**src/rtl/shift_codec_pkg.sv**
```systemverilog
// shift_codec_pkg
// Definitions shared by the left-shift encoder and the shift decoder:
//   SHIFT_DEFAULT  default encoder shift amount
//   WIDTH_DEFAULT  default encoded/decoded word width
//   state_t        lock state machine encoding {HUNT, LOCKED}
//   word_t         decoded word as it travels downstream {err, data}
package shift_codec_pkg;

    localparam int SHIFT_DEFAULT = 2;
    localparam int WIDTH_DEFAULT = 8;

    typedef enum logic {
        HUNT   = 1'b0,
        LOCKED = 1'b1
    } state_t;

    typedef struct packed {
        logic                     err;
        logic [WIDTH_DEFAULT-1:0] data;
    } word_t;

endpackage

```
**src/rtl/shift_decoder_if.sv**
```systemverilog
// shift_decoder_if
// Handshake bundle around the shift decoder.
//   in_valid / in_data / in_ready        encoded word stream into the decoder
//   out_valid / out_data / out_err / out_ready  decoded word stream out of it
// Modports:
//   master  the surrounding logic (producer of encoded words, consumer of decoded words)
//   slave   the decoder itself
interface shift_decoder_if #(
    parameter int WIDTH = 8
) ();

    logic             in_valid;
    logic [WIDTH-1:0] in_data;
    logic             in_ready;
    logic             out_valid;
    logic [WIDTH-1:0] out_data;
    logic             out_err;
    logic             out_ready;

    modport master (
        output in_valid, in_data, out_ready,
        input  in_ready, out_valid, out_data, out_err
    );

    modport slave (
        input  in_valid, in_data, out_ready,
        output in_ready, out_valid, out_data, out_err
    );

endinterface

```
**src/rtl/shift_fifo.sv**
```systemverilog
// shift_fifo
// Synchronous FIFO, DEPTH entries of W bits, with full/empty flags.
//   clk, rst_n  clock and asynchronous active-low reset (flushes the FIFO)
//   push/wdata  write request; ignored while full
//   pop         read request; ignored while empty
//   rdata       head entry, zero while empty
//   full/empty  occupancy flags, derived from the registered count only
module shift_fifo #(
    parameter int W     = 9,
    parameter int DEPTH = 4
) (
    input  logic         clk,
    input  logic         rst_n,
    input  logic         push,
    input  logic         pop,
    input  logic [W-1:0] wdata,
    output logic [W-1:0] rdata,
    output logic         full,
    output logic         empty
);

    localparam int PTR_W = $clog2(DEPTH);

    logic [W-1:0]     mem [DEPTH];
    logic [PTR_W-1:0] wr_ptr;
    logic [PTR_W-1:0] rd_ptr;
    logic [PTR_W:0]   count;
    logic             do_push;
    logic             do_pop;

    // A push into a full FIFO is refused, so a full FIFO cannot pass a word
    // straight through even if the head is popped in the same cycle.
    assign do_push = push & !full;
    assign do_pop  = pop & !empty;

    assign full  = (count == (PTR_W+1)'(DEPTH));
    assign empty = (count == '0);
    assign rdata = empty ? '0 : mem[rd_ptr];

    // Pointers wrap naturally because DEPTH is a power of two.
    always_ff @(posedge clk or negedge rst_n) begin
        if (!rst_n) begin
            wr_ptr <= '0;
            rd_ptr <= '0;
            count  <= '0;
        end else begin
            if (do_push) begin
                wr_ptr <= wr_ptr + PTR_W'(1);
            end
            if (do_pop) begin
                rd_ptr <= rd_ptr + PTR_W'(1);
            end
            case ({do_push, do_pop})
                2'b10:   count <= count + (PTR_W+1)'(1);
                2'b01:   count <= count - (PTR_W+1)'(1);
                default: count <= count;
            endcase
        end
    end

    // Storage needs no reset: empty gates rdata until an entry is written.
    always_ff @(posedge clk) begin
        if (do_push) begin
            mem[wr_ptr] <= wdata;
        end
    end

endmodule

```
**src/rtl/shift_decoder.sv**
```systemverilog
// shift_decoder
// Receive side of the left-shift codec. Encoded words carry the payload
// shifted left by SHIFT with the low SHIFT guard bits zero. The decoder
// shifts them back, flags non-zero guard bits, qualifies the stream with a
// HUNT/LOCKED state machine and buffers decoded words in a FIFO.
//   clk, rst_n  clock and asynchronous active-low reset
//   bus         shift_decoder_if slave: in_valid/in_data/in_ready,
//               out_valid/out_data/out_err/out_ready
//   locked      state machine is in LOCKED
//   err_count   accepted words with bad guard bits, saturating
module shift_decoder
    import shift_codec_pkg::*;
#(
    parameter int WIDTH  = WIDTH_DEFAULT,
    parameter int SHIFT  = SHIFT_DEFAULT,
    parameter int DEPTH  = 4,
    parameter int CNT_W  = 16,
    parameter int LOCK_N = 2,
    parameter int LOSS_N = 3
) (
    input  logic             clk,
    input  logic             rst_n,
    shift_decoder_if.slave   bus,
    output logic             locked,
    output logic [CNT_W-1:0] err_count
);

    localparam int CLEAN_W = $clog2(LOCK_N + 1);
    localparam int ERR_W   = $clog2(LOSS_N + 1);

    state_t             state;
    logic [CLEAN_W-1:0] clean_run;
    logic [ERR_W-1:0]   err_run;

    logic               accept;
    logic               gerr;
    logic               push;
    logic               full;
    logic               empty;
    logic [WIDTH-1:0]   payload;
    logic [WIDTH:0]     fifo_rdata;

    assign accept  = bus.in_valid & bus.in_ready;
    assign gerr    = |bus.in_data[SHIFT-1:0];
    assign payload = bus.in_data >> SHIFT;

    // While hunting, errored words are dropped; once locked everything is
    // forwarded with its error flag so the consumer sees the damage.
    assign push = accept & ((state == LOCKED) | !gerr);

    assign bus.in_ready  = !full;
    assign bus.out_valid = !empty;
    assign bus.out_data  = fifo_rdata[WIDTH-1:0];
    assign bus.out_err   = fifo_rdata[WIDTH];

    shift_fifo #(
        .W     (WIDTH + 1),
        .DEPTH (DEPTH)
    ) u_fifo (
        .clk   (clk),
        .rst_n (rst_n),
        .push  (push),
        .pop   (bus.out_ready),
        .wdata ({gerr, payload}),
        .rdata (fifo_rdata),
        .full  (full),
        .empty (empty)
    );

    // Lock qualification and error statistics. Only accepted words advance
    // anything. The run counters transition on the word that would make them
    // reach their threshold, so they never exceed LOCK_N / LOSS_N.
    always_ff @(posedge clk or negedge rst_n) begin
        if (!rst_n) begin
            state     <= HUNT;
            locked    <= 1'b0;
            clean_run <= '0;
            err_run   <= '0;
            err_count <= '0;
        end else if (accept) begin
            if (gerr && (err_count != {CNT_W{1'b1}})) begin
                err_count <= err_count + CNT_W'(1);
            end
            case (state)
                HUNT: begin
                    if (gerr) begin
                        clean_run <= '0;
                    end else if (clean_run == CLEAN_W'(LOCK_N - 1)) begin
                        state     <= LOCKED;
                        locked    <= 1'b1;
                        clean_run <= '0;
                    end else begin
                        clean_run <= clean_run + CLEAN_W'(1);
                    end
                end
                LOCKED: begin
                    if (!gerr) begin
                        err_run <= '0;
                    end else if (err_run == ERR_W'(LOSS_N - 1)) begin
                        state   <= HUNT;
                        locked  <= 1'b0;
                        err_run <= '0;
                    end else begin
                        err_run <= err_run + ERR_W'(1);
                    end
                end
                default: begin
                    state  <= HUNT;
                    locked <= 1'b0;
                end
            endcase
        end
    end

endmodule

```
**src/flat_wrapper.sv**
```systemverilog
// flat-port wrapper written by rule: the top's interface ports become plain ports
module shift_decoder_flat import shift_codec_pkg::*;
#(
    parameter int WIDTH  = WIDTH_DEFAULT,
    parameter int SHIFT  = SHIFT_DEFAULT,
    parameter int DEPTH  = 4,
    parameter int CNT_W  = 16,
    parameter int LOCK_N = 2,
    parameter int LOSS_N = 3
)
  (clk, rst_n, locked, err_count, bus_in_valid, bus_in_data, bus_out_ready, bus_in_ready, bus_out_valid, bus_out_data, bus_out_err);
  shift_decoder_if #(.WIDTH(WIDTH)) bus_i ();
  input  logic clk;
  input  logic rst_n;
  output logic locked;
  output logic [CNT_W-1:0] err_count;
  input wire logic [$bits(bus_i.in_valid)-1:0] bus_in_valid;
  input wire logic [$bits(bus_i.in_data)-1:0] bus_in_data;
  input wire logic [$bits(bus_i.out_ready)-1:0] bus_out_ready;
  output wire logic [$bits(bus_i.in_ready)-1:0] bus_in_ready;
  output wire logic [$bits(bus_i.out_valid)-1:0] bus_out_valid;
  output wire logic [$bits(bus_i.out_data)-1:0] bus_out_data;
  output wire logic [$bits(bus_i.out_err)-1:0] bus_out_err;
  assign bus_i.in_valid = bus_in_valid;
  assign bus_i.in_data = bus_in_data;
  assign bus_i.out_ready = bus_out_ready;
  assign bus_in_ready = bus_i.in_ready;
  assign bus_out_valid = bus_i.out_valid;
  assign bus_out_data = bus_i.out_data;
  assign bus_out_err = bus_i.out_err;
  shift_decoder #(.WIDTH(WIDTH), .SHIFT(SHIFT), .DEPTH(DEPTH), .CNT_W(CNT_W), .LOCK_N(LOCK_N), .LOSS_N(LOSS_N)) u_core (.clk(clk), .rst_n(rst_n), .bus(bus_i), .locked(locked), .err_count(err_count));
endmodule
```
**config.mk**
```make
export PLATFORM = sky130hd
export DESIGN_NAME = shift_decoder_flat
export DESIGN_NICKNAME = d
export VERILOG_FILES = /design/src/rtl/shift_codec_pkg.sv /design/src/rtl/shift_decoder_if.sv /design/src/rtl/shift_fifo.sv /design/src/rtl/shift_decoder.sv /design/src/flat_wrapper.sv
export SDC_FILE = /design/constraint.sdc
export NUM_CORES = 1
export LEC_CHECK = 0
export ABC_AREA = 1
export CORE_MARGIN = 3
export CORE_UTILIZATION = 45
export DETAILED_ROUTE_END_ITERATION = 12
export PLACE_DENSITY = 0.76
export SLEW_MARGIN = 15
export SYNTH_ARGS = -nofsm -noshare
export SYNTH_HDL_FRONTEND = slang
export SYNTH_HIERARCHICAL = 1
export SYNTH_SLANG_ARGS = --single-unit
export TNS_END_PERCENT = 1
```
**constraint.sdc**
```tcl
create_clock -name clk -period 2.3 [get_ports clk]
set_input_delay 0.46 -clock clk [delete_from_list [all_inputs] [get_ports clk]]
set_output_delay 0.46 -clock clk [all_outputs]
set_load 0.03 [all_outputs]
```
==> flow_metrics.env <==
export IMPL_rsz0062_at_grt="no"
export IMPL_finalNetCount=468
export IMPL_drtAntennaViolNets=0
export IMPL_cts_tree="done"
export IMPL_dpl_worst_slack_ns=-0.01978
export IMPL_cp_data_required_time_ns=1.84
export IMPL_period_share_pct=94.42
export IMPL_setup_tns_ns=0
export IMPL_clk_pin_slew_worst_paths_ns=0.07
export IMPL_hold_violations=0
export IMPL_antenna_cells=0
export IMPL_die_area_um2=8333
export IMPL_whs_ns=0.4837
export IMPL_reg2reg_depth=14
export IMPL_antenna_found_initial=0
export IMPL_die_w_um=91.29
export IMPL_wl_per_cell_um=12.26
export IMPL_ys_top_cells_by_count="118 x nand2_1, 76 x inv_1, 45 x nand3_1"
export IMPL_ys_types=27
export IMPL_r2r_slack_ns=0.24
export IMPL_synthTopCellsByArea="edfxtp_1 33%, dfrtp_1 22%, nand2_1 14%"
export IMPL_synth_enable_flop_cells=36
export IMPL_ys_seq_elements=65
export IMPL_avgSynthCellArea_um2=8.524
export IMPL_path_buf_inv=2
export IMPL_max_freq_ghz=0.4605
export IMPL_fillers=618
export IMPL_cp_top_family="flip-flops"
export IMPL_place_congestion=0.7817
export IMPL_vias=2617
export IMPL_ir_drop_uv=376.8
export IMPL_grt_overflow_total=0
export IMPL_io_buffers=39
export IMPL_clkSinkCount=65
export IMPL_leakage_nw=1.903
export IMPL_syn_to_final_growth_pct=23.82
export IMPL_arrival_ns=1.71
export IMPL_drive_gt1_share_pct=11.01
export IMPL_htreeDepth=3
export IMPL_grt_usage_pct=17.46
export IMPL_cts_setup_buffers=0
export IMPL_grt_pass1_wl_um=11520
export IMPL_ys_flop_type="edfxtp_1"
export IMPL_period_minus_slack_ns=2.172
export IMPL_cts_buffers=9
export IMPL_viasPerCell=4.758
export IMPL_clockRootBuffer="clkbuf_8"
export IMPL_cp_end_kind="primary output"
export IMPL_placeableCoreArea_um2=6907
export IMPL_r2r_end="u_core/u_fifo/count[2]"
export IMPL_maxCapViolCount=0
export IMPL_drc_errors=0
export IMPL_die_h_um=91.29
export IMPL_r2r_start="u_core/u_fifo/count[1]"
export IMPL_hold_depth=1
export IMPL_yosysMostFrequentCell="nand2_1"
export IMPL_maxSlewViolCount=0
export IMPL_synth_top_area_share_pct=33.03
export IMPL_synth_cells=384
export IMPL_dpl_hpwl_um=4723
export IMPL_crit_chain="inv_2 -> nand2_1 -> nand3_1 -> a21oi_1 -> buf_4"
export IMPL_crit_type="flop to primary output"
export IMPL_finalSetupViolations=0
export IMPL_min_from="u_core/state"
export IMPL_hold_class="flop to flop"
export IMPL_cp_max_fo=21
export IMPL_outcome="complete, no violations"
export IMPL_clock_latency_ns=0.34
export IMPL_holdPathEnd="u_core/locked"
export IMPL_wirelength_um=6742
export IMPL_instances_no_fill=550
export IMPL_start_util_pct=47.39
export IMPL_ctsLongestPathBuffers=2
export IMPL_cp_start_kind="flop"
export IMPL_seq_area_frac_synth_pct=55.20
export IMPL_grt_pass1_vias=2603
export IMPL_yosysWarnings=6
export IMPL_rows=30
export IMPL_crit_path_top_delay_cell="dfrtp_4"
export IMPL_power_density_nw_per_um2=1132
export IMPL_finClkSkew_ns=0.005482
export IMPL_max_stage_delay_ns=0.58
export IMPL_firstDrtPassIters=4
export IMPL_grt_max_degree=30
export IMPL_syn_area_um2=3273
export IMPL_ys_async_sr_fraction_pct=44.62
export IMPL_final_util_pct=58.68
export IMPL_setup_slack_ns=0.1283
export IMPL_dp_cells=534
export IMPL_yosys_area_top_type="edfxtp_1"
export IMPL_ios=40
export IMPL_drt_iter0_markers=95
-- report_power, final --
| part | switching, W | internal, W |
|---|---|---|
| Sequential | 0.000211 | 0.00148 |
| Clock | 0.000467 | 0.000509 |
| Combinational | 0.00121 | 0.000708 |
| Total | 0.00188 | 0.00270 |
-- state kept, by name, indices dropped and copies added, names as in the netlist --
register              flops
u_core/state              1
u_core/err_count         16
u_core/u_fifo/mem        36
u_core/u_fifo/rd_ptr      2
u_core/clean_run          2
u_core/u_fifo/wr_ptr      2
u_core/u_fifo/count       3
u_core/err_run            2
u_core/locked             1
-- worst max-delay path by stage --
stage	startpoint	endpoint	slack [ns]	cells past startpoint
after global placement	bus_in_data[1]	u_core/u_fifo/count[1]	0.02	9
after global routing	u_core/u_fifo/rd_ptr[0]	bus_out_data[6]	0.02	5
final	u_core/u_fifo/rd_ptr[0]	bus_out_data[6]	0.13	5
after floorplan	u_core/u_fifo/count[1]	u_core/u_fifo/count[1]	0.05	11
after CTS	u_core/u_fifo/count[1]	bus_in_ready	0.02	5
after detailed placement	bus_in_data[1]	u_core/u_fifo/count[1]	-0.02	9
-- worst reg2reg max path, stage by stage, from the launching register on --
cell     delay [ns]
dfrtp_1        0.38
inv_1          0.13
nand3_1        0.17
inv_1          0.11
inv_1          0.05
nand2_1        0.07
a21oi_1        0.06
nand2_1        0.09
ha_1           0.16
inv_1          0.06
fa_1           0.38
nand2_1        0.10
nand3_1        0.08
nand2_1        0.06
nand2_1        0.04
-- placed cells by master, fill, tap and decap left out, types with 2 or more instances in the layout --
master           count
clkinv_1             2
dfrtp_1             28
inv_2                2
nand4_1              7
nor3_1               3
nand3_1             45
clkbuf_8             9
clkdlybuf4s50_1     29
inv_1               76
a21oi_1             12
nor2_1              21
conb_1               8
xnor2_1              3
inv_6                2
nand2_1            118
clkinv_4             2
edfxtp_1            36
nor2_4               4
o21ai_0              5
buf_4               24
ha_1                 6
-- what timing repair did --
action,CTS,global route
hold buffers,0,0
setup endpoints to repair,9,10
pin swaps,0,0
hold endpoints to repair,0,0
resized for setup,1,2
-- cells by family (layout without fill, tap and decap cells) --
logic type / Yosys count / count (layout) / synth area share, %
buffers and inverters: 87 / 150 / 10.86
adder cells (fa/ha/maj): 7 / 7 / 2.905
AO/OA/AOI/OAI: 18 / 18 / 2.829
flip-flops: 65 / 65 / 55.20
AND/OR/NAND/NOR: 202 / 202 / 27.03
XOR/XNOR: 4 / 4 / 1.071
other: 1 / 8 / 0.1146
-- per-stage QoR --
step,instance area (um2),total power [W]
after floorplan,3299,0.002958
after global placement,3845,0.003561
after detailed placement,3845,0.003635
after CTS,4048,0.004625
after global routing,4053,0.004914
final,4053,0.004586
-- layer usage --
metal	up-vias	global-route usage [%]	routed length [um]
met3	4	4.143	277
li1	1323	-	-
met4	0	6.910	44
met5	-	0	0
met2	53	30.90	3480
met1	1237	20.30	2940
-- area by class of cell --
cell class	instances	area, um2	area share [%]
inverter	80	300.3	7.410
sequential	65	1810	44.67
clock buffer	9	123.9	3.057
timing repair buffer	54	483.0	11.92
tap	96	120.1	2.964
multi-input combinational	239	1137	28.06
clock inverter	7	77.57	1.914
No activity file was read; power rests on OpenSTA's default activity.
